<file path="config.mk">
export PLATFORM = sky130hd
export DESIGN_NAME = operand_unpacker
export DESIGN_NICKNAME = d
export VERILOG_FILES = /design/src/rtl/operand_unpacker.sv
export SDC_FILE = /design/constraint.sdc
export NUM_CORES = 1
export LEC_CHECK = 0
export CORE_UTILIZATION = 25
export CTS_BUF_LIST = sky130_fd_sc_hd__clkbuf_8
export CTS_CLUSTER_DIAMETER = 200
export CTS_CLUSTER_SIZE = 14
export DETAILED_ROUTE_END_ITERATION = 12
export PLACE_DENSITY = 0.52
export SETUP_SLACK_MARGIN = 0.4
export SLEW_MARGIN = 5
export SYNTH_ARGS = -nofsm -noshare
export SYNTH_HDL_FRONTEND = slang
export SYNTH_SLANG_ARGS = --single-unit
</file>
<file path="constraint.sdc">
create_clock -name clk_i -period 2.8 [get_ports clk_i]
set_input_delay 0.42 -clock clk_i [delete_from_list [all_inputs] [get_ports clk_i]]
set_output_delay 0.42 -clock clk_i [all_outputs]
set_load 0.02 [all_outputs]
</file>
<file path="src/rtl/operand_unpacker.sv">
// operand_unpacker
//   Read-side counterpart of the result packer. Walks an inclusive SRAM address range,
//   fetches MEM_WORD_SIZE-bit words and streams each one out as two DATA_W-bit operands,
//   lower half first, over a valid/ready handshake.
//
// Build option:
//   UNPACK_PREFETCH_EN - adds a second word buffer. The next word is fetched while the
//                        current one is being streamed, so valid_o stays high across word
//                        boundaries when ready_i is held high. Without it, every word costs
//                        a two-cycle read bubble.
//
// Ports:
//   clk_i        - clock, rising edge
//   rst_ni       - asynchronous active-low reset
//   start_i      - begin a transfer (sampled only while idle)
//   start_addr_i - first word address, latched on start
//   end_addr_i   - last word address (inclusive), latched on start
//   busy_o       - high while a transfer is in progress
//   done_o       - one-cycle completion pulse
//   mem_re_o     - SRAM read enable
//   mem_raddr_o  - SRAM read address (holds last value when not reading)
//   mem_rdata_i  - SRAM read data, valid one cycle after mem_re_o
//   data_o       - operand
//   valid_o      - data_o valid
//   ready_i      - consumer ready; a transfer happens on valid_o & ready_i
module operand_unpacker #(
  parameter int unsigned DATA_W        = 32,
  parameter int unsigned MEM_WORD_SIZE = 64,
  parameter int unsigned ADDR_W        = 9
) (
  input  logic                     clk_i,
  input  logic                     rst_ni,
  input  logic                     start_i,
  input  logic [ADDR_W-1:0]        start_addr_i,
  input  logic [ADDR_W-1:0]        end_addr_i,
  output logic                     busy_o,
  output logic                     done_o,
  output logic                     mem_re_o,
  output logic [ADDR_W-1:0]        mem_raddr_o,
  input  logic [MEM_WORD_SIZE-1:0] mem_rdata_i,
  output logic [DATA_W-1:0]        data_o,
  output logic                     valid_o,
  input  logic                     ready_i
);

  localparam logic [2:0] S_IDLE  = 3'd0;
  localparam logic [2:0] S_READ  = 3'd1;
  localparam logic [2:0] S_WAIT  = 3'd2;
  localparam logic [2:0] S_LOWER = 3'd3;
  localparam logic [2:0] S_UPPER = 3'd4;
  localparam logic [2:0] S_END   = 3'd5;

  logic [2:0]               state_q, state_d;
  logic [ADDR_W-1:0]        cur_addr_q, cur_addr_d;
  logic [ADDR_W-1:0]        end_addr_q, end_addr_d;
  logic [ADDR_W-1:0]        raddr_q, raddr_d;
  logic [MEM_WORD_SIZE-1:0] word_q, word_d;
  logic                     last_word;

`ifdef UNPACK_PREFETCH_EN
  logic [MEM_WORD_SIZE-1:0] pf_word_q, pf_word_d;
  logic                     pf_pend_q, pf_pend_d;     // prefetch read in flight
  logic                     pf_valid_q, pf_valid_d;   // pf_word_q holds the next word
  logic                     pf_issued_q, pf_issued_d; // prefetch already issued for this word
`endif

  // Equality test (not a compare against cur+1) so the top address never wraps to 0.
  assign last_word = (cur_addr_q == end_addr_q);

  always_comb begin
    state_d     = state_q;
    cur_addr_d  = cur_addr_q;
    end_addr_d  = end_addr_q;
    raddr_d     = raddr_q;
    word_d      = word_q;
    mem_re_o    = 1'b0;
    mem_raddr_o = raddr_q;
    valid_o     = 1'b0;
    data_o      = '0;
    busy_o      = (state_q != S_IDLE);
    done_o      = (state_q == S_END);
`ifdef UNPACK_PREFETCH_EN
    pf_word_d   = pf_word_q;
    pf_pend_d   = pf_pend_q;
    pf_valid_d  = pf_valid_q;
    pf_issued_d = pf_issued_q;
    // Prefetch data lands one cycle after its read, whatever state we are in.
    if (pf_pend_q) begin
      pf_word_d  = mem_rdata_i;
      pf_valid_d = 1'b1;
      pf_pend_d  = 1'b0;
    end
`endif

    case (state_q)
      S_IDLE: begin
        if (start_i) begin
          cur_addr_d = start_addr_i;
          end_addr_d = end_addr_i;
          state_d    = (end_addr_i < start_addr_i) ? S_END : S_READ;
        end
      end

      S_READ: begin
        mem_re_o    = 1'b1;
        mem_raddr_o = cur_addr_q;
        raddr_d     = cur_addr_q;
        state_d     = S_WAIT;
      end

      S_WAIT: begin
        word_d  = mem_rdata_i;
        state_d = S_LOWER;
      end

      S_LOWER: begin
        valid_o = 1'b1;
        data_o  = word_q[DATA_W-1:0];
`ifdef UNPACK_PREFETCH_EN
        if (!pf_issued_q && !last_word) begin
          mem_re_o    = 1'b1;
          mem_raddr_o = cur_addr_q + ADDR_W'(1);
          raddr_d     = cur_addr_q + ADDR_W'(1);
          pf_pend_d   = 1'b1;
          pf_issued_d = 1'b1;
        end
`endif
        if (ready_i) begin
          state_d = S_UPPER;
        end
      end

      S_UPPER: begin
        valid_o = 1'b1;
        data_o  = word_q[MEM_WORD_SIZE-1:DATA_W];
        if (ready_i) begin
          if (last_word) begin
            state_d = S_END;
          end else begin
            cur_addr_d = cur_addr_q + ADDR_W'(1);
`ifdef UNPACK_PREFETCH_EN
            pf_issued_d = 1'b0;
            if (pf_valid_q) begin
              word_d     = pf_word_q;
              pf_valid_d = 1'b0;
              state_d    = S_LOWER;
            end else if (pf_pend_q) begin
              // Prefetch data is on the bus this very cycle: bypass the buffer.
              word_d     = mem_rdata_i;
              pf_valid_d = 1'b0;
              pf_pend_d  = 1'b0;
              state_d    = S_LOWER;
            end else begin
              state_d = S_READ;
            end
`else
            state_d = S_READ;
`endif
          end
        end
      end

      S_END: begin
        state_d = S_IDLE;
`ifdef UNPACK_PREFETCH_EN
        pf_pend_d   = 1'b0;
        pf_valid_d  = 1'b0;
        pf_issued_d = 1'b0;
`endif
      end

      default: state_d = S_IDLE;
    endcase
  end

  always_ff @(posedge clk_i or negedge rst_ni) begin
    if (!rst_ni) begin
      state_q    <= S_IDLE;
      cur_addr_q <= '0;
      end_addr_q <= '0;
      raddr_q    <= '0;
      word_q     <= '0;
    end else begin
      state_q    <= state_d;
      cur_addr_q <= cur_addr_d;
      end_addr_q <= end_addr_d;
      raddr_q    <= raddr_d;
      word_q     <= word_d;
    end
  end

`ifdef UNPACK_PREFETCH_EN
  always_ff @(posedge clk_i or negedge rst_ni) begin
    if (!rst_ni) begin
      pf_word_q   <= '0;
      pf_pend_q   <= 1'b0;
      pf_valid_q  <= 1'b0;
      pf_issued_q <= 1'b0;
    end else begin
      pf_word_q   <= pf_word_d;
      pf_pend_q   <= pf_pend_d;
      pf_valid_q  <= pf_valid_d;
      pf_issued_q <= pf_issued_d;
    end
  end
`endif

endmodule

</file>
==> metrics.log <==
[metrics] number of max-cap violations: 0
[metrics] count of standard-cell rows: 48
[metrics] top flip-flop cell by instance count after synthesis: sky130_fd_sc_hd__dfrtp_1
[metrics] Clock transition at path regs: 0.09 ns
[metrics] Commonest cells post-synth: sky130_fd_sc_hd__dfrtp_1 (94), sky130_fd_sc_hd__mux2_2 (83), sky130_fd_sc_hd__a22o_1 (32), sky130_fd_sc_hd__inv_1 (15)
[metrics] gpl congestion: 0.828
[metrics] number of instances in the synthesized netlist: 354
[metrics] latest clock arrival within the worst-skew pair: 0.37 ns
[metrics] Sum Neg Setup Slack: 0 ns
[metrics] Max clock buf depth: 2
[metrics] source of the critical timing path: state_q[2]
[metrics] starting density of the core: 25.7%
[metrics] final cycle utilization of the critical path: 85.3%
[metrics] relative slew slack: 55.8%
[metrics] critical path endpoint category: output port
[metrics] sink count of the clock tree: 94
[metrics] Horiz. Die Dim: 136 um
[metrics] slowest cell on the critical path: sky130_fd_sc_hd__dfrtp_2
[metrics] crit start category: register
[metrics] number of unique standard cell types used by synthesis: 45
[metrics] critical register-to-register path endpoint: cur_addr_q[4]
[metrics] post-layout net count: 598
[metrics] sequence of cells on the critical path: buf_4, and3b_1, buf_12, a22o_1, dlygate4sd2_1
[metrics] global router's overall resource usage: 14.1%
[metrics] most common cell in the synthesized netlist: sky130_fd_sc_hd__dfrtp_1
[metrics] number of antenna diodes: 0
[metrics] number of remaining DRC errors: 0
[metrics] leak pwr: 3.07 nW
[metrics] minimum hold slack: 0.0515 ns
[metrics] crit path DAT: 1.97 ns
[metrics] largest delay contributor family on the critical path: buffers and inverters
[metrics] power density of the placed cells: 1080 nW/um2
[metrics] GR met2 Demand/Resource: 21.8%
[metrics] cell type with the highest aggregate area in the netlist: sky130_fd_sc_hd__dfrtp_1
[metrics] setup repair after global routing missed its margin: yes
[metrics] leading post-synthesis cells by cell area: sky130_fd_sc_hd__dfrtp_1 (53%), sky130_fd_sc_hd__mux2_2 (21%), sky130_fd_sc_hd__a22o_1 (6.3%), sky130_fd_sc_hd__ha_1 (2.5%), sky130_fd_sc_hd__xnor2_1 (1.8%)
[metrics] r2r worst-path depth: 6
[metrics] startpoint of the worst register-to-register path: state_q[0]
[metrics] CTS Hold Bufs: 0
[metrics] violation count after the first detailed-route iteration: 122
[metrics] final critical-path required period: 2.39 ns
[metrics] area growth from synthesis to layout: 46.2%
[metrics] Min-Delay Path Class: in2async
[metrics] number of vias after detailed routing: 3460
[metrics] Port Buffer Count: 130
[metrics] Root Driver: sky130_fd_sc_hd__clkbuf_8
[metrics] placeable core region: 17400 um2
[metrics] proportion of netlist area held by the largest area contributor: 52.7%
[metrics] GR Overflow Total: 0
[metrics] grt met1 use: 17.5%
[metrics] Net Count, Synth: 449
[metrics] via count of the first global-routing pass: 3710
[metrics] fraction of final layout cells with drive strength greater than 1: 29.7%
[metrics] Chip Height: 136 um
[metrics] EDFF count, synth: 0
[metrics] Max Clock Skew: 0.00752 ns
[metrics] outcome: finished clean
[metrics] number of warning messages in the yosys log: 0
[metrics] FF+latch count, synth: 94
[metrics] Final Slew Violations: 0
[metrics] Most Used Layer, Global Route: met2
[metrics] CTS tree: yes
[metrics] fraction of registers with async set or reset after synthesis: 100%
[metrics] Slew @ Worst Pin: 0.658 ns
[metrics] die footprint: 18400 um2
[metrics] Required @ worst endpoint: 2.38 ns
[metrics] cell area after technology mapping: 4460 um2
[metrics] CTS H-Tree Depth: 3
[metrics] Critical path buffers and inverters: 3
[metrics] DRT Pass-1 Iters: 4
[metrics] number of nets with antenna violations after routing: 0
[metrics] maximum frequency from static timing analysis: 0.419 GHz
[metrics] TritonCTS buffer count: 9
[metrics] Setup crit end: data_o[20]
[metrics] met3 layer usage reported by global route: 6.17%
[metrics] average instance area after synthesis: 12.6 um2
[metrics] number of setup violations in the final report: 0
[metrics] final hold vios: 0
[metrics] Worst path depth: 5
[metrics] final design utilization: 37.6%
[metrics] initial antenna violation count: 0
[metrics] wire length of the first global-routing pass: 19.8 mm
[metrics] pin count of the biggest net entering global routing: 65
[metrics] critical path type: reg2out
[metrics] drt via density: 4.72
[metrics] cell area after placement: 6090 um2
[metrics] largest incremental delay on the critical path: 0.43 ns
[metrics] Top-Level Pins: 131
[metrics] worst voltage drop across the vdd grid: 0.431 mV
[metrics] final std cell area, no fill: 6530 um2
[metrics] part of the Yosys area used for sequential elements: 52.7%
[metrics] crit path max fanout: 26
[metrics] estimated wirelength of the detail-placed design: 8.35 mm
[metrics] average wire per standard cell: 16.6 um
[metrics] sum of routed wire length over all layers: 12.2 mm
[metrics] flop-to-flop setup slack: 0.60 ns
power breakdown:
| group | switching (W) | total [W] | internal, W |
|---|---|---|---|
| clock | 0.000511 | 0.000924 | 0.000414 |
| sequential | 0.000460 | 0.00252 | 0.00206 |
| combinational | 0.00159 | 0.00358 | 0.00199 |
| total | 0.00256 | 0.00702 | 0.00446 |
worst min-delay path by stage:
stage                    end  depth (start not counted)
3_5_place_dp   end_addr_q[7]                          1
5_1_grt        end_addr_q[7]                          1
2_1_floorplan  cur_addr_q[0]                          0
3_3_place_gp      state_q[2]                          1
6_report       end_addr_q[7]                          1
4_1_cts        end_addr_q[7]                          1
stage by stage:
stage,worst slack [ns],std cells,total power [W]
floorplan,0.632,354,0.00465
global placement,0.412,698,0.00591
detailed placement,0.377,698,0.00598
CTS,0.183,731,0.00705
global route,0.298,733,0.00751
finish,0.413,733,0.00702
per-layer routing:
| metal | routed length, um | share of wire (%) |
|---|---|---|
| met2 | 5570 | 46 |
| met5 | 0 | 0 |
| met3 | 1190 | 9.8 |
| met1 | 5220 | 43 |
| met4 | 176 | 1.4 |
logic make-up (layout without fill, tap and decap cells):
kind of cell / Yosys count / after routing / share of synthesized area (%)
AO/OA/AOI/OAI: 73 / 73 / 12.5
adder cells (fa/ha/maj): 9 / 9 / 2.52
AND/OR/NAND/NOR: 45 / 45 / 5.52
flip-flops: 94 / 94 / 52.7
multiplexers: 85 / 85 / 21.4
buffers and inverters: 39 / 193 / 3.56
XOR/XNOR: 9 / 9 / 1.77
sequential cells by signal, summed over array words and instances (netlist names):
name / count
cur_addr_q: 9
end_addr_q: 9
raddr_q: 9
state_q: 3
word_q: 64
area by class of cell:
type	count	area, um2
fill	1685	10800
sequential	94	2360
multi-input combinational	221	2000
inverter	15	56.3
tap	225	282
timing repair buffer	162	1630
clock buffer	9	124
clock inverter	7	73.8
what timing repair did:
item,CTS,global route
pin swaps,1,1
setup buffers,16,2
gates resized for setup,62,49
endpoints found under the setup margin,45,35
cloned,1,0
cell usage in the layout (no fill, tap or decap), types with 7 or more instances in the layout:
master | synthesis | routed
sky130_fd_sc_hd__mux2_4 | 0 | 7
sky130_fd_sc_hd__clkbuf_8 | 0 | 9
sky130_fd_sc_hd__inv_1 | 15 | 15
sky130_fd_sc_hd__ha_1 | 9 | 9
sky130_fd_sc_hd__o21ai_0 | 8 | 8
sky130_fd_sc_hd__a22o_1 | 32 | 32
sky130_fd_sc_hd__dlymetal6s2s_1 | 0 | 23
sky130_fd_sc_hd__dfrtp_1 | 94 | 91
sky130_fd_sc_hd__buf_6 | 0 | 11
sky130_fd_sc_hd__nand2_1 | 10 | 10
sky130_fd_sc_hd__dlygate4sd2_1 | 0 | 9
sky130_fd_sc_hd__a21oi_1 | 9 | 9
sky130_fd_sc_hd__buf_4 | 0 | 25
sky130_fd_sc_hd__nor2_1 | 12 | 12
sky130_fd_sc_hd__clkdlybuf4s50_1 | 0 | 85
sky130_fd_sc_hd__xnor2_1 | 9 | 9
sky130_fd_sc_hd__mux2_2 | 83 | 76
worst register-to-register path, stage by stage, from the launching register on:
cell	delay, ns
sky130_fd_sc_hd__dfrtp_2	0.48
sky130_fd_sc_hd__buf_4	0.16
sky130_fd_sc_hd__or3b_1	0.39
sky130_fd_sc_hd__buf_4	0.18
sky130_fd_sc_hd__a21oi_1	0.20
sky130_fd_sc_hd__or4b_1	0.46
sky130_fd_sc_hd__o221a_1	0.23
(Power assumes the default switching activity.)
==> RTL change (same flow settings) <==
`word_q` no longer has a reset.
--- a/src/rtl/operand_unpacker.sv
+++ b/src/rtl/operand_unpacker.sv
@@ -179,14 +179,16 @@
       cur_addr_q <= '0;
       end_addr_q <= '0;
       raddr_q    <= '0;
-      word_q     <= '0;
     end else begin
       state_q    <= state_d;
       cur_addr_q <= cur_addr_d;
       end_addr_q <= end_addr_d;
       raddr_q    <= raddr_d;
-      word_q     <= word_d;
     end
+  end
+
+  always_ff @(posedge clk_i) begin
+    word_q <= word_d;
   end
 
 `ifdef UNPACK_PREFETCH_EN
Formal check against the unedited RTL: same outputs for any inputs over 10 cycles, from zero or initial values and one cycle with rst_ni low; that may be too few to reach the edited logic, so the function may still have changed.
==> RTL change against the unedited design <==
  * Clock skew grew 6.8 ps
  * Worst setup slack gained 48 ps
  * First-iteration DRC count grew 38%
  * Sequential cell count is the same
  * Count of clock-buffer cells in the layout is the same
  * Wire length shrank 14%
  * Combinational power shrank 22%
  * Cell area shrank 11%
  * Area after synthesis shrank 10%
  * Total power shrank 13%
  * Clock power shrank 4.5%
  * Maximum frequency grew 2.1%
==> RTL change: results (changes against the unedited design) <==
GRT
The met2 usage in global routing came to 21.9% (+0.082 points). The global-route track usage on met1 was 15.4% (-2.1 points). The wire length of the first global-routing pass is 16,400 um (-17%).

STA
The worst-case clock skew is 14.4 ps (+6.84 ps).

Outcome
The flow ran to the end, and the final reports show no timing, DRC or antenna violations.

Logic synthesis
The number of nets in the synthesized netlist is 373 (-17%). The sequential-to-total area share from yosys stat is 66.6% (+14 points). Sorting the synthesized cells by how often they occur yields edfxtp_1, a22o_1, dfrtp_1.

The fraction of registers with async set/reset is 31.9% (-68 points). The number of distinct library cells after synthesis is 39 (-13%). The number of enable flip-flop cells after synthesis is 64 (+64).

Pwr
The switching fraction of total power was 38.9% (+2.4 points). The fraction of power consumed by combinational cells is 45.7% (-5.3 points). The sequential logic power is 2420 uW (-4%). The leakage power is 0.00224 uW (-27%).

Critical path
The arrival time reported for the critical path endpoint is 1920 ps (-50 ps). The maximum fanout along the worst path is 16 (-38%). The endpoint identified for the worst register-to-register timing path is cur_addr_q[5].

The critical path launch point is state_q[1].

Place
The HPWL reported at the end of detailed placement came to 6980 um (-16%). The routability congestion estimate from global placement is 0.769 (-7.1%). The worst slack at placement is 475 ps (+98.0 ps).

Cells and area
The fill cell instance count of the final layout came to 1,535 (-8.9%). The proportion of layout cells with a drive suffix above 1 is 25.1% (-4.6 points). The net total in the final layout is 520 (-13%).

Routing
The wire length reported by the detailed router is 10,400 um (-14%). The number of vias in the routed layout came to 2,898 (-16%).
[RTL change: changes by cell type after synthesis, sizes merged, moves of 5 or more]
cell,delta
xor2,+9
dfrtp,-64
mux2,-65
xnor2,-9
edfxtp,+64
clkbuf,-5
[RTL change: cells by family (layout without fill, tap and decap cells)]
family          after synthesis  after routing  share of synthesized area, %
fa+ha+maj                     9              9                          2.81
simple gates                 50             50                          7.76
compound gates               69             69                          12.6
mux                          19             19                          5.30
xor+xnor                      9              9                          1.96
flops                        94             94                          66.6
buf+inv                      28            180                          2.99
[RTL change: area by class of cell]
cell class / count / area [um^2] / area share [%]
flip-flops and latches: 94 / 2680 / 46.2
repair buffers: 152 / 1380 / 23.9
multi-input cells: 156 / 1240 / 21.4
well taps: 211 / 264 / 4.56
clock buffers: 9 / 124 / 2.14
clock inverters: 7 / 61.3 / 1.06
inverters: 12 / 45.0 / 0.777
[RTL change: timing repair]
item / 4_1_cts / 5_1_grt
setup endpoints to repair: 44 / 33
setup buffers: 10 / 3
gates cloned: 2 / 0
resized for setup: 121 / 32
pin swaps: 0 / 2
[RTL change: stage by stage]
stage / instances / instance area [um^2] / hold WS, ps / total power (uW) / util [%]
global route: 641 / 5800 / 463 / 6470 / 37.6
detailed placement: 610 / 5610 / 486 / 5260 / 36.3
finish: 641 / 5800 / 433 / 6080 / 37.6
global placement: 610 / 5610 / 486 / 5240 / 36.3
floorplan: 278 / 4030 / 124 / 4060 / -
CTS: 638 / 5880 / 418 / 6210 / 38.1
[RTL change: worst max path at each step]
stage | to | slack (ps) | cells after the start
after floorplan | word_q[0] | 170 | 2
after global placement | mem_raddr_o[0] | 490 | 4
after detailed placement | data_o[13] | 470 | 4
after CTS | data_o[10] | 290 | 5
after global routing | data_o[13] | 380 | 6
final | data_o[0] | 460 | 6
